===== src/rtl/perceptron_result_packer.sv =====
// Packs 1-bit perceptron decisions LSB-first into PACK-bit words with flush and a saturating ones counter.
// Optional parity output is enabled with `define PERCEPTRON_PACK_PARITY_EN.
module perceptron_result_packer #(
    parameter int unsigned PACK  = 8,
    parameter int unsigned CNT_W = 16
) (
    input  logic                       clk,
    input  logic                       reset,
    input  logic                       val_i,
    output logic                       rdy_o,
    input  logic                       Y_i,
    input  logic                       flush_i,
    output logic                       val_o,
    input  logic                       rdy_i,
    output logic [PACK-1:0]            word_o,
    output logic [$clog2(PACK+1)-1:0]  len_o,
    output logic [CNT_W-1:0]           ones_cnt_o,
    output logic                       ovf_o
`ifdef PERCEPTRON_PACK_PARITY_EN
    ,
    output logic                       parity_o
`endif
);
    localparam int unsigned LW = $clog2(PACK+1);

    typedef enum logic [1:0] {S_FILL, S_STALL, S_FLUSH} state_t;

    state_t            state_q, state_d;
    logic [PACK-1:0]   sr_q, sr_d, sr_acc;
    logic [LW-1:0]     n_q, n_d, n_acc;
    logic              val_o_q, val_o_d;
    logic [PACK-1:0]   word_q, word_d, load_word;
    logic [LW-1:0]     len_q, len_d, load_len;
    logic [CNT_W-1:0]  cnt_q, cnt_d;
    logic              ovf_q, ovf_d;
    logic              accept, slot_free, load;
`ifdef PERCEPTRON_PACK_PARITY_EN
    logic              par_q, par_d;
`endif

    // Held low during reset so upstream never sees a ready it cannot use.
    assign rdy_o     = reset && (state_q == S_FILL);
    assign accept    = val_i & rdy_o;
    assign slot_free = !val_o_q | rdy_i;

    always_comb begin
        sr_acc = sr_q;
        for (int unsigned i = 0; i < PACK; i++) begin
            if (accept && (n_q == LW'(i))) sr_acc[i] = Y_i;
        end
        n_acc = n_q + LW'(accept);

        state_d   = state_q;
        sr_d      = sr_q;
        n_d       = n_q;
        val_o_d   = val_o_q & ~rdy_i;
        word_d    = word_q;
        len_d     = len_q;
        load      = 1'b0;
        load_word = '0;
        load_len  = '0;

        unique case (state_q)
            S_FILL: begin
                // Word completion takes priority, which absorbs a coincident flush.
                if (accept && (n_q == LW'(PACK-1))) begin
                    if (slot_free) begin
                        load      = 1'b1;
                        load_word = sr_acc;
                        load_len  = LW'(PACK);
                    end else begin
                        sr_d    = sr_acc;
                        n_d     = n_acc;
                        state_d = S_STALL;
                    end
                end else if (flush_i && (n_acc != '0)) begin
                    if (slot_free) begin
                        load      = 1'b1;
                        load_word = sr_acc;
                        load_len  = n_acc;
                    end else begin
                        sr_d    = sr_acc;
                        n_d     = n_acc;
                        state_d = S_FLUSH;
                    end
                end else begin
                    sr_d = sr_acc;
                    n_d  = n_acc;
                end
            end
            S_STALL: begin
                if (slot_free) begin
                    load      = 1'b1;
                    load_word = sr_q;
                    load_len  = LW'(PACK);
                    state_d   = S_FILL;
                end
            end
            S_FLUSH: begin
                if (slot_free) begin
                    load      = 1'b1;
                    load_word = sr_q;
                    load_len  = n_q;
                    state_d   = S_FILL;
                end
            end
            default: state_d = S_FILL;
        endcase

        // Clearing sr on every load keeps the upper bits of partial words zero.
        if (load) begin
            val_o_d = 1'b1;
            word_d  = load_word;
            len_d   = load_len;
            sr_d    = '0;
            n_d     = '0;
        end
    end

    always_comb begin
        cnt_d = cnt_q;
        ovf_d = ovf_q;
        if (accept && Y_i) begin
            if (cnt_q == '1) ovf_d = 1'b1;
            else             cnt_d = cnt_q + CNT_W'(1);
        end
    end

`ifdef PERCEPTRON_PACK_PARITY_EN
    always_comb begin
        par_d = par_q;
        if (load) par_d = ^load_word;
    end

    always_ff @(posedge clk or negedge reset) begin
        if (!reset) par_q <= 1'b0;
        else        par_q <= par_d;
    end

    assign parity_o = par_q;
`endif

    always_ff @(posedge clk or negedge reset) begin
        if (!reset) begin
            state_q <= S_FILL;
            sr_q    <= '0;
            n_q     <= '0;
            val_o_q <= 1'b0;
            word_q  <= '0;
            len_q   <= '0;
            cnt_q   <= '0;
            ovf_q   <= 1'b0;
        end else begin
            state_q <= state_d;
            sr_q    <= sr_d;
            n_q     <= n_d;
            val_o_q <= val_o_d;
            word_q  <= word_d;
            len_q   <= len_d;
            cnt_q   <= cnt_d;
            ovf_q   <= ovf_d;
        end
    end

    assign val_o      = val_o_q;
    assign word_o     = word_q;
    assign len_o      = len_q;
    assign ones_cnt_o = cnt_q;
    assign ovf_o      = ovf_q;

endmodule


===== config.mk =====
export PLATFORM = sky130hd
export DESIGN_NAME = perceptron_result_packer
export DESIGN_NICKNAME = d
export VERILOG_FILES = /design/src/rtl/perceptron_result_packer.sv
export SDC_FILE = /design/constraint.sdc
export NUM_CORES = 1
export LEC_CHECK = 0
export BUFFER_PORTS_ARGS = -buffer_cell sky130_fd_sc_hd__buf_2
export CAP_MARGIN = 0
export CORE_AREA = 10 10 97 99
export CTS_CLUSTER_DIAMETER = 50
export CTS_CLUSTER_SIZE = 20
export DETAILED_ROUTE_END_ITERATION = 8
export DIE_AREA = 0 0 107 109
export PLACE_DENSITY = 0.57
export SYNTH_ARGS = -nofsm -noshare
export SYNTH_HDL_FRONTEND = slang
export SYNTH_SLANG_ARGS = --single-unit

===== constraint.sdc =====
create_clock -name clk -period 7.4 [get_ports clk]
set_input_delay 0.74 -clock clk [delete_from_list [all_inputs] [get_ports clk]]
set_output_delay 0.74 -clock clk [all_outputs]
set_load 0.05 [all_outputs]

# Word-level counts from Yosys, hierarchy flattened
# Index checks and enable logic that the tools add are counted.
# word_totals
register_bits	44
output_inout_bits	31
input_bits	6
# op_classes
n_eq_ne	14
n_reduce_logical	20
n_mux	40
add_sub_neg	2
bitwise	5
# op_table
cell	n
2-to-1 mux 8 bit	9
2-to-1 mux 4 bit	10
adder 16 x 1 -> 16 bit (second input constant)	1
== test 16 bit (second input constant)	1
== test 4 x 3 -> 1 bit (second input constant)	4
case mux 8 bit (2 select lines)	1
2-to-1 mux 1 bit	12
case mux 4 bit (3 select lines)	1
logical AND 1 bit	11
2-to-1 mux 2 bit	5
== test 4 x 2 -> 1 bit (second input constant)	2
inequality test 3 bit (second input constant)	2
adder 4 x 1 -> 4 bit	1
== test 4 x 1 -> 1 bit (second input constant)	1
zero test 4 bit	1
case mux 2 bit (2 select lines)	1
AND reduction 2 bit	2
AND reduction 4 bit	1
nonzero test 4 bit	1
inequality test 3 x 1 -> 1 bit (second input constant)	1
AND 1 bit	2
== test 2 x 1 -> 1 bit (second input constant)	1
== test 2 bit (second input constant)	1
zero test 2 bit	1
other kinds (7)	8

# Logic depth before layout (Yosys ltp)
# Gate-level depths: netlist of run 1.
# depth
word_depth	10
mapped_depth	12
ltp_nobuf	10

# Worst setup path after synthesis of run 1
# No wires, ideal clock.
# synth_path
path_type	reg2reg
from	reg state_q[0]
to	reg len_q[0] (netlist: len_o[0])
setup_time_ns	0.125
slack_ns	4.407
path_stages_with_launch	12
t_arrival_ns	2.868
required_time_ns	7.275
synth_period_minus_slack_ns	2.993
path_cell_list	dfrtp_1 -> inv_1 -> ha_1 -> buf_2 -> and3_1 -> ha_1 -> ha_1 -> or4_4 -> o21a_1 -> buf_6 -> a32o_1 -> mux2_2
# synth_via
elab_chain_len	9
word_cells_on_any_way	17
cone_classes	add/sub: 1; eq/ne: 2; mux: 7; bitwise: 1; reduce/logical: 6
# synth_rtl
element	line_no	text
start, declared	28	state_t state_q, state_d;
start signal, assigned	154	state_q <= state_d;
zero test 2 bit	42, 63	
logical AND 1 bit	42	assign rdy_o = reset && (state_q == S_FILL);
AND 1 bit	43	assign accept = val_i & rdy_o;
adder 4 x 1 -> 4 bit	51	n_acc = n_q + LW'(accept);
nonzero test 4 bit	76	end else if (flush_i && (n_acc != '0)) begin
logical AND 1 bit	76	
2-to-1 mux 4 bit / 2-to-1 mux 1 bit (equally long branches)	76	
2-to-1 mux 4 bit / 2-to-1 mux 1 bit (equally long branches)	66	if (accept && (n_q == LW'(PACK-1))) begin
case mux 4 bit (3 select lines) / case mux 1 bit (2 select lines) (equally long branches)	63	unique case (state_q)
end signal, assigned	159	len_q <= len_d;
end, declared	33	logic [LW-1:0] len_q, len_d, load_len;
# Several ways; a longest one is shown, not always the timed one.
# A chain may end at the register's enable or synchronous reset.

# Worst setup path after layout of run 1
# layout_path
from	in reset
to	reg len_q[1] (netlist: len_o[1])
# layout_via
elab_chain_len	8
word_cells_on_any_way	13
cone_classes	add/sub: 1; mux: 7; bitwise: 1; reduce/logical: 4
# layout_rtl
element	line_no	text
start, declared	8	input logic reset,
logical AND 1 bit (*)	42	
AND 1 bit (*)	43	
adder 4 x 1 -> 4 bit	51	
nonzero test 4 bit	76	
logical AND 1 bit	76	
2-to-1 mux 4 bit / 2-to-1 mux 1 bit (equally long branches)	76	
2-to-1 mux 4 bit / 2-to-1 mux 1 bit (equally long branches)	66	
case mux 4 bit (3 select lines) / case mux 1 bit (2 select lines) (equally long branches)	63	
# Every way passes the cells marked *; elsewhere a longest branch is shown, timed or not.

==> impl_metrics.json, run 1 <==
{
  "core-area_sq_um": 7530,
  "worst_setup_path_start_kind": "input port",
  "hold_buffers": 0,
  "period_minus_slack_ns": 4.23,
  "place_area_sq_um": 2780,
  "p_total_mw": 1.02,
  "synthMostInstantiatedCell": "dfrtp_1",
  "cts_setup_buffers": 0,
  "ctsHtreeMaxLevel": 2,
  "cts_sinks": 44,
  "ys_types": 56,
  "synthFlopType": "dfrtp_1",
  "die_y_microns": 109,
  "wl_per_cell_microns": 16.0,
  "cap_violations": 0,
  "vdd_drop_max_v": 0.000184,
  "first_pass_iters": 5,
  "grt.overflow.total": 0,
  "synthArstFlopShare_pct": 100,
  "place.gp.congestion": 0.807,
  "switching_power_mw": 0.487,
  "cts_tree": "yes",
  "rows": 32,
  "viasPerCell": 5.44,
  "period_share_pct": 57.1,
  "final_cell_area_sq_um": 2880,
  "synth-edff-count": 0,
  "clkLatencyLatePin_ns": 0.30,
  "ctsLongestPathBuffers": 2,
  "hold_start": "ones_cnt_o[12]",
  "synth_top_cell_by_area": "dfrtp_1",
  "grt_pass1_wl_mm": 10.4,
  "ys_warn_count": 0,
  "crit_fanout": 48,
  "p_sw_share_pct": 47.8,
  "skew_ns": 0.00634,
  "pre_cts_slack_ns": 2.79,
  "tightest_slew_ns": 1.02,
  "setup_tns_ns": 0,
  "synth_area_leaders": "dfrtp_1 43%, nand3_1 6.1%, xnor2_1 4.5%",
  "ff2ff_path_depth": 10,
  "crit_arrival_ns": 4.41,
  "worstReg2RegEnd": "len_o[1]",
  "start_util_pct": 33.7,
  "hpwl_mm": 4.42,
  "syn_to_final_growth_pct": 13.4,
  "route.detailed.drc": 0,
  "ys_seq_elements": 44,
  "reg2reg_setup_slack_ns": 3.28,
  "layout_setup_ws_ns": 3.17,
  "synthCells": 252,
  "syn_area_sq_um": 2540,
  "clock_tree.root_cell": "clkbuf_8",
  "drive_above_1_share_pct": 23.8,
  "power_frac_clock_pct": 15.4,
  "path_clk_slew_ns": 0.08,
  "hold_depth": 1,
  "n_antenna_cell": 0,
  "setup_viol": 0,
  "combPwrFrac_pct": 50.2,
  "netlist.area_leader.share_pct": 43.4,
  "place.port_buffers": 36,
  "rsz0062_at_grt": "no",
  "grt_usage_pct": 11.0,
  "yosysSeqAreaShare_pct": 43.4,
  "cp-end-kind": "flip-flop",
  "max_freq_mhz": 236,
  "dr.first_iter.drc_count": 87,
  "vias": 2090,
  "worst_hold_slack_ns": 0.491,
  "synth_fp_nets": 265,
  "io_pins": 37,
  "pwr_density_cell_nw_per_um2": 354,
  "drv_slew": 0,
  "die_width_microns": 107,
  "grt_pass1_vias": 2072,
  "die_area_sq_um": 11700,
  "p_int_mw": 0.532,
  "routed_wl_mm": 6.16,
  "cts_buffers": 5,
  "grt_max_degree": 49,
  "nNetsFinal": 294,
  "critical_path_required_ns": 7.58,
  "p_seq_share_pct": 34.4,
  "post_synth.cell_area_avg_sq_um": 10.1,
  "cts.repair.resized": 0,
  "rr_startpoint": "state_q[1]",
  "worstSetupPathType": "in -> reg",
  "holdPathEnd": "ones_cnt_o[12]",
  "leakage_nw": 1.29,
  "ant_nets": 0,
  "synth_common_cells": "44 x dfrtp_1, 31 x nand3_1, 19 x nand2_1",
  "finalHoldViolCount": 0,
  "status": "finished, final reports clean",
  "slew_headroom_pct": 31.8,
  "hold_path.class": "reg -> reg",
  "antenna_found_initial": 0
}
worst max path at each step:
stage                     slack [ns]  cells past startpoint  endpoint        from
after detailed placement        2.79                     10  len_o[1]       reset
after CTS                       3.12                     10  len_o[1]       reset
after floorplan                 4.41                     11  len_o[0]  state_q[0]
after global placement          2.93                      9  len_o[0]       reset
after global routing            2.83                     10  len_o[1]       reset
final                           3.17                     10  len_o[1]       reset
power groups by stage:
stage / Clock (mW) / Combinational (mW) / Sequential [mW]
after CTS: 0.165 / 0.516 / 0.351
after detailed placement: 0 / 0.514 / 0.354
after global routing: 0.177 / 0.554 / 0.360
after floorplan: 0 / 0.296 / 0.460
after global placement: 0 / 0.509 / 0.354
final: 0.157 / 0.511 / 0.351
logic make-up after synthesis:
kind of cell,after synthesis,share of synthesized area [%]
AO/OA/AOI/OAI,50,15.2
XOR/XNOR,16,5.52
adder cells (fa/ha/maj),7,3.45
buffers and inverters,22,3.94
flip-flops,44,43.4
multiplexers,16,6.66
AND/OR/NAND/NOR,97,21.8
area by class of cell:
class	instances	area (sq um)
Fill cell	794	4650
Sequential cell	44	1100
Multi-Input combinational cell	186	1340
Clock inverter	1	7.51
Inverter	6	22.5
Timing Repair Buffer	38	195
Tap cell	102	128
Clock buffer	7	86.3
metal layers:
metal | GRT usage (%) | part of all wire (%)
met3 | 3.89 | 7.6
met5 | 0 | 0
met4 | 3.38 | 0.97
met2 | 16.5 | 43
met1 | 14.4 | 48
worst max-delay path: stages:
cell and delay [ns]:
buf_2 0.08, buf_4 0.46, and3_1 0.33, ha_1 0.22, ha_1 0.22, and2b_1 0.20
or4_4 0.46, o2111ai_2 0.85, nand2_2 0.42, mux2_2 0.39
cell usage in the layout (no fill, tap or decap), types with 2 or more instances in the layout:
master / Yosys / layout
dfrtp_1: 44 / 44
buf_2: 5 / 36
nand3_1: 31 / 31
nand2_1: 19 / 19
xnor2_1: 13 / 13
mux2i_1: 9 / 9
o211ai_1: 9 / 9
a21oi_1: 8 / 8
mux2_2: 7 / 7
ha_1: 7 / 7
and3_1: 6 / 6
inv_1: 6 / 6
nor2_1: 6 / 6
clkbuf_8: 0 / 6
o21ai_0: 5 / 5
nand4_1: 5 / 5
nor3_1: 4 / 4
nor4_1: 4 / 4
a32oi_1: 3 / 3
a2bb2oi_1: 3 / 3
xor2_1: 3 / 3
a211oi_1: 3 / 3
a211oi_2: 3 / 3
and2_1: 2 / 2
nor2b_1: 2 / 2
and4b_1: 2 / 2
or3b_2: 2 / 2
o21bai_1: 2 / 2
nor4b_1: 2 / 2
a32o_1: 2 / 2
buf_4: 1 / 2
metrics by stage:
stage | std cells | utilization (%)
global placement | 376 | 37.0
detailed placement | 376 | 37.0
floorplan | 252 | -
finish | 384 | 38.2
CTS | 384 | 38.2
global route | 384 | 38.2
state kept, by name (all words and copies together), names as in the netlist:
| register | flops |
|---|---|
| word_o | 8 |
| val_o | 1 |
| len_o | 4 |
| n_q | 4 |
| sr_q | 8 |
| ovf_o | 1 |
| state_q | 2 |
| ones_cnt_o | 16 |
(Power assumes the default switching activity.)
==> run 2: changes to the inputs <==
--- a/config.mk
+++ b/config.mk
@@ -12,7 +12,7 @@
 export CTS_CLUSTER_SIZE = 20
 export DETAILED_ROUTE_END_ITERATION = 8
 export DIE_AREA = 0 0 107 109
-export PLACE_DENSITY = 0.57
+export PLACE_DENSITY = 0.59
 export SYNTH_ARGS = -nofsm -noshare
 export SYNTH_HDL_FRONTEND = slang
 export SYNTH_SLANG_ARGS = --single-unit
==> constraint.sdc (replaced) <==
create_clock -name clk -period 3.5 [get_ports clk]
set_input_delay 0.35 -clock clk [delete_from_list [all_inputs] [get_ports clk]]
set_output_delay 0.35 -clock clk [all_outputs]
set_load 0.05 [all_outputs]
==> run 2 against run 1 <==
Effect of this change: utilization increased by 0.65 points; hold slack lost 0.32 ns; wire length up 3.1%; combinational power up 120%; clock power increased by 110%; critical path type is now reg -> reg; critical endpoint is now len_o[0].
==> impl_metrics.json, run 2 (synthesis gave the netlist of run 1 again) <==
{
  "place.gp.congestion": 0.895,
  "cp.depth": 10,
  "hold_path.class": "in -> async",
  "period_share_pct": 88.2,
  "crit_end": "len_o[0]",
  "max_freq_mhz": 324,
  "hpwl_mm": 4.67,
  "grt_pass1_wl_mm": 10.9,
  "status": "finished, final reports clean",
  "pre_cts_slack_ns": 0.445,
  "io_pins": 37,
  "worstSetupPathType": "reg -> reg",
  "setup_tns_ns": 0,
  "finalHoldViolCount": 0,
  "grt.overflow.total": 0,
  "cts_tree": "yes",
  "vdd_drop_max_v": 0.000476,
  "final_cell_mix": "44 x dfrtp_1, 36 x buf_2, 31 x nand3_1",
  "slew_headroom_pct": 45.8,
  "start_util_pct": 33.7,
  "layout_setup_ws_ns": 0.413,
  "ant_nets": 0,
  "vias": 2084,
  "rr_startpoint": "state_q[0]",
  "route.detailed.drc": 0,
  "slowest_stage": "or4_4",
  "rows": 32,
  "reg2reg_setup_slack_ns": 0.41,
  "ctsLongestPathBuffers": 2,
  "crit_arrival_ns": 3.27,
  "antenna_found_initial": 0,
  "cp_num_buf_inv": 1,
  "die_width_microns": 107,
  "clkLatencyLatePin_ns": 0.30,
  "cts.repair.resized": 0,
  "cts_buffers": 5,
  "worstReg2RegEnd": "len_o[0]",
  "critPathLaunch": "state_q[0]",
  "dp_cells": 382,
  "path_common_cell": "ha_1",
  "n_antenna_cell": 0,
  "largest_register_ff_count": 16,
  "die_y_microns": 109,
  "skew_ns": 0.00716,
  "pwr_density_cell_nw_per_um2": 753,
  "critical_path_required_ns": 3.68,
  "cts_sinks": 44,
  "tightest_slew_ns": 0.805,
  "cts_setup_buffers": 0,
  "final_common_cell": "dfrtp_1",
  "nNetsFinal": 300,
  "setup_viol": 0,
  "crit_fanout": 9,
  "drive_above_1_share_pct": 25.7,
  "fin_cells": 390,
  "seqCellArea_sq_um": 1100,
  "critical-path-top-delay-family": "simple AND/OR/NAND/NOR gates",
  "routed_wl_mm": 6.35,
  "ff2ff_path_depth": 10,
  "clock_tree.root_cell": "clkbuf_8",
  "grt_usage_pct": 11.3,
  "cap_violations": 0,
  "grt_pass1_vias": 2168,
  "cp-end-kind": "flip-flop",
  "hold_buffers": 0,
  "ctsHtreeMaxLevel": 2,
  "period_minus_slack_ns": 3.09,
  "fillerInstances": 789,
  "syn_to_final_growth_pct": 15.3,
  "first_pass_iters": 4,
  "worst_setup_path_start_kind": "flip-flop",
  "core-area_sq_um": 7530,
  "rsz0062_at_grt": "no",
  "viasPerCell": 5.34,
  "cp_cell_sequence": "inv_1 > ha_1 > and3_1 > ha_1 > ha_1 > nor2b_1 > or4_4 > o21a_1 > a32o_1 > mux2_2",
  "drv_slew": 0,
  "grt_max_degree": 48,
  "dr.first_iter.drc_count": 113,
  "post-route-util_pct": 38.9,
  "max_stage_delay_ns": 0.54,
  "die_area_sq_um": 11700,
  "worst_hold_slack_ns": 0.170,
  "place.port_buffers": 36,
  "leakage_nw": 1.32,
  "multi_input_area_sq_um": 1340,
  "path_clk_slew_ns": 0.09,
  "wl_per_cell_microns": 16.3
}
-- run 2: cell types whose count changed in the layout (fill, tap and decap cells not counted) --
cell / change
buf_4: +6
a21oi_1: -1
a21oi_2: +1
-- run 2: area by class of cell --
type / count / share of cell area [%]
multi-input cells: 186 / 45.8
flip-flops and latches: 44 / 37.6
repair buffers: 44 / 8.21
well taps: 102 / 4.36
clock buffers: 7 / 2.95
inverters: 6 / 0.770
clock inverters: 1 / 0.257
-- run 2: through the flow --
step	power (mW)	area, sq um
global placement	1.88	2830
global route	2.36	2930
detailed placement	1.88	2830
finish	2.20	2930
CTS	2.22	2930
floorplan	1.60	2540
-- run 2: worst min path at each step --
stage / start / cells after the start / to / slack, ns
after global routing: reset / 2 / len_o[3] / 0.23
after floorplan: reset / 0 / len_o[0] / 0.05
final: reset / 2 / len_o[3] / 0.17
after CTS: reset / 2 / len_o[3] / 0.20
after detailed placement: ovf_o / 1 / ovf_o / 0.47
after global placement: ones_cnt_o[15] / 1 / ones_cnt_o[15] / 0.48
-- run 2: layer usage --
| layer | global-route usage, % | vias to the layer above | wire length, microns |
|---|---|---|---|
| met3 | 4.25 | 2 | 562 |
| met5 | 0 | - | 0 |
| met1 | 14.7 | 999 | 2940 |
| li1 | - | 1014 | - |
| met2 | 17.5 | 69 | 2820 |
| met4 | 2.80 | 0 | 30 |
-- run 2: report_power, final --
group	total (mW)	internal, mW	switching (mW)
clock network	0.334	0.161	0.174
logic	1.14	0.373	0.767
registers	0.730	0.627	0.103
-- run 2: worst reg2reg max path, delay by kind of cell (launching register included) --
kind                     cells  cell delay (ns)
AND/OR/NAND/NOR              3             0.92
adder cells (fa/ha/maj)      3             0.67
AO/OA/AOI/OAI                2             0.63
flip-flops                   1             0.40
multiplexers                 1             0.26
buffers and inverters        1             0.09
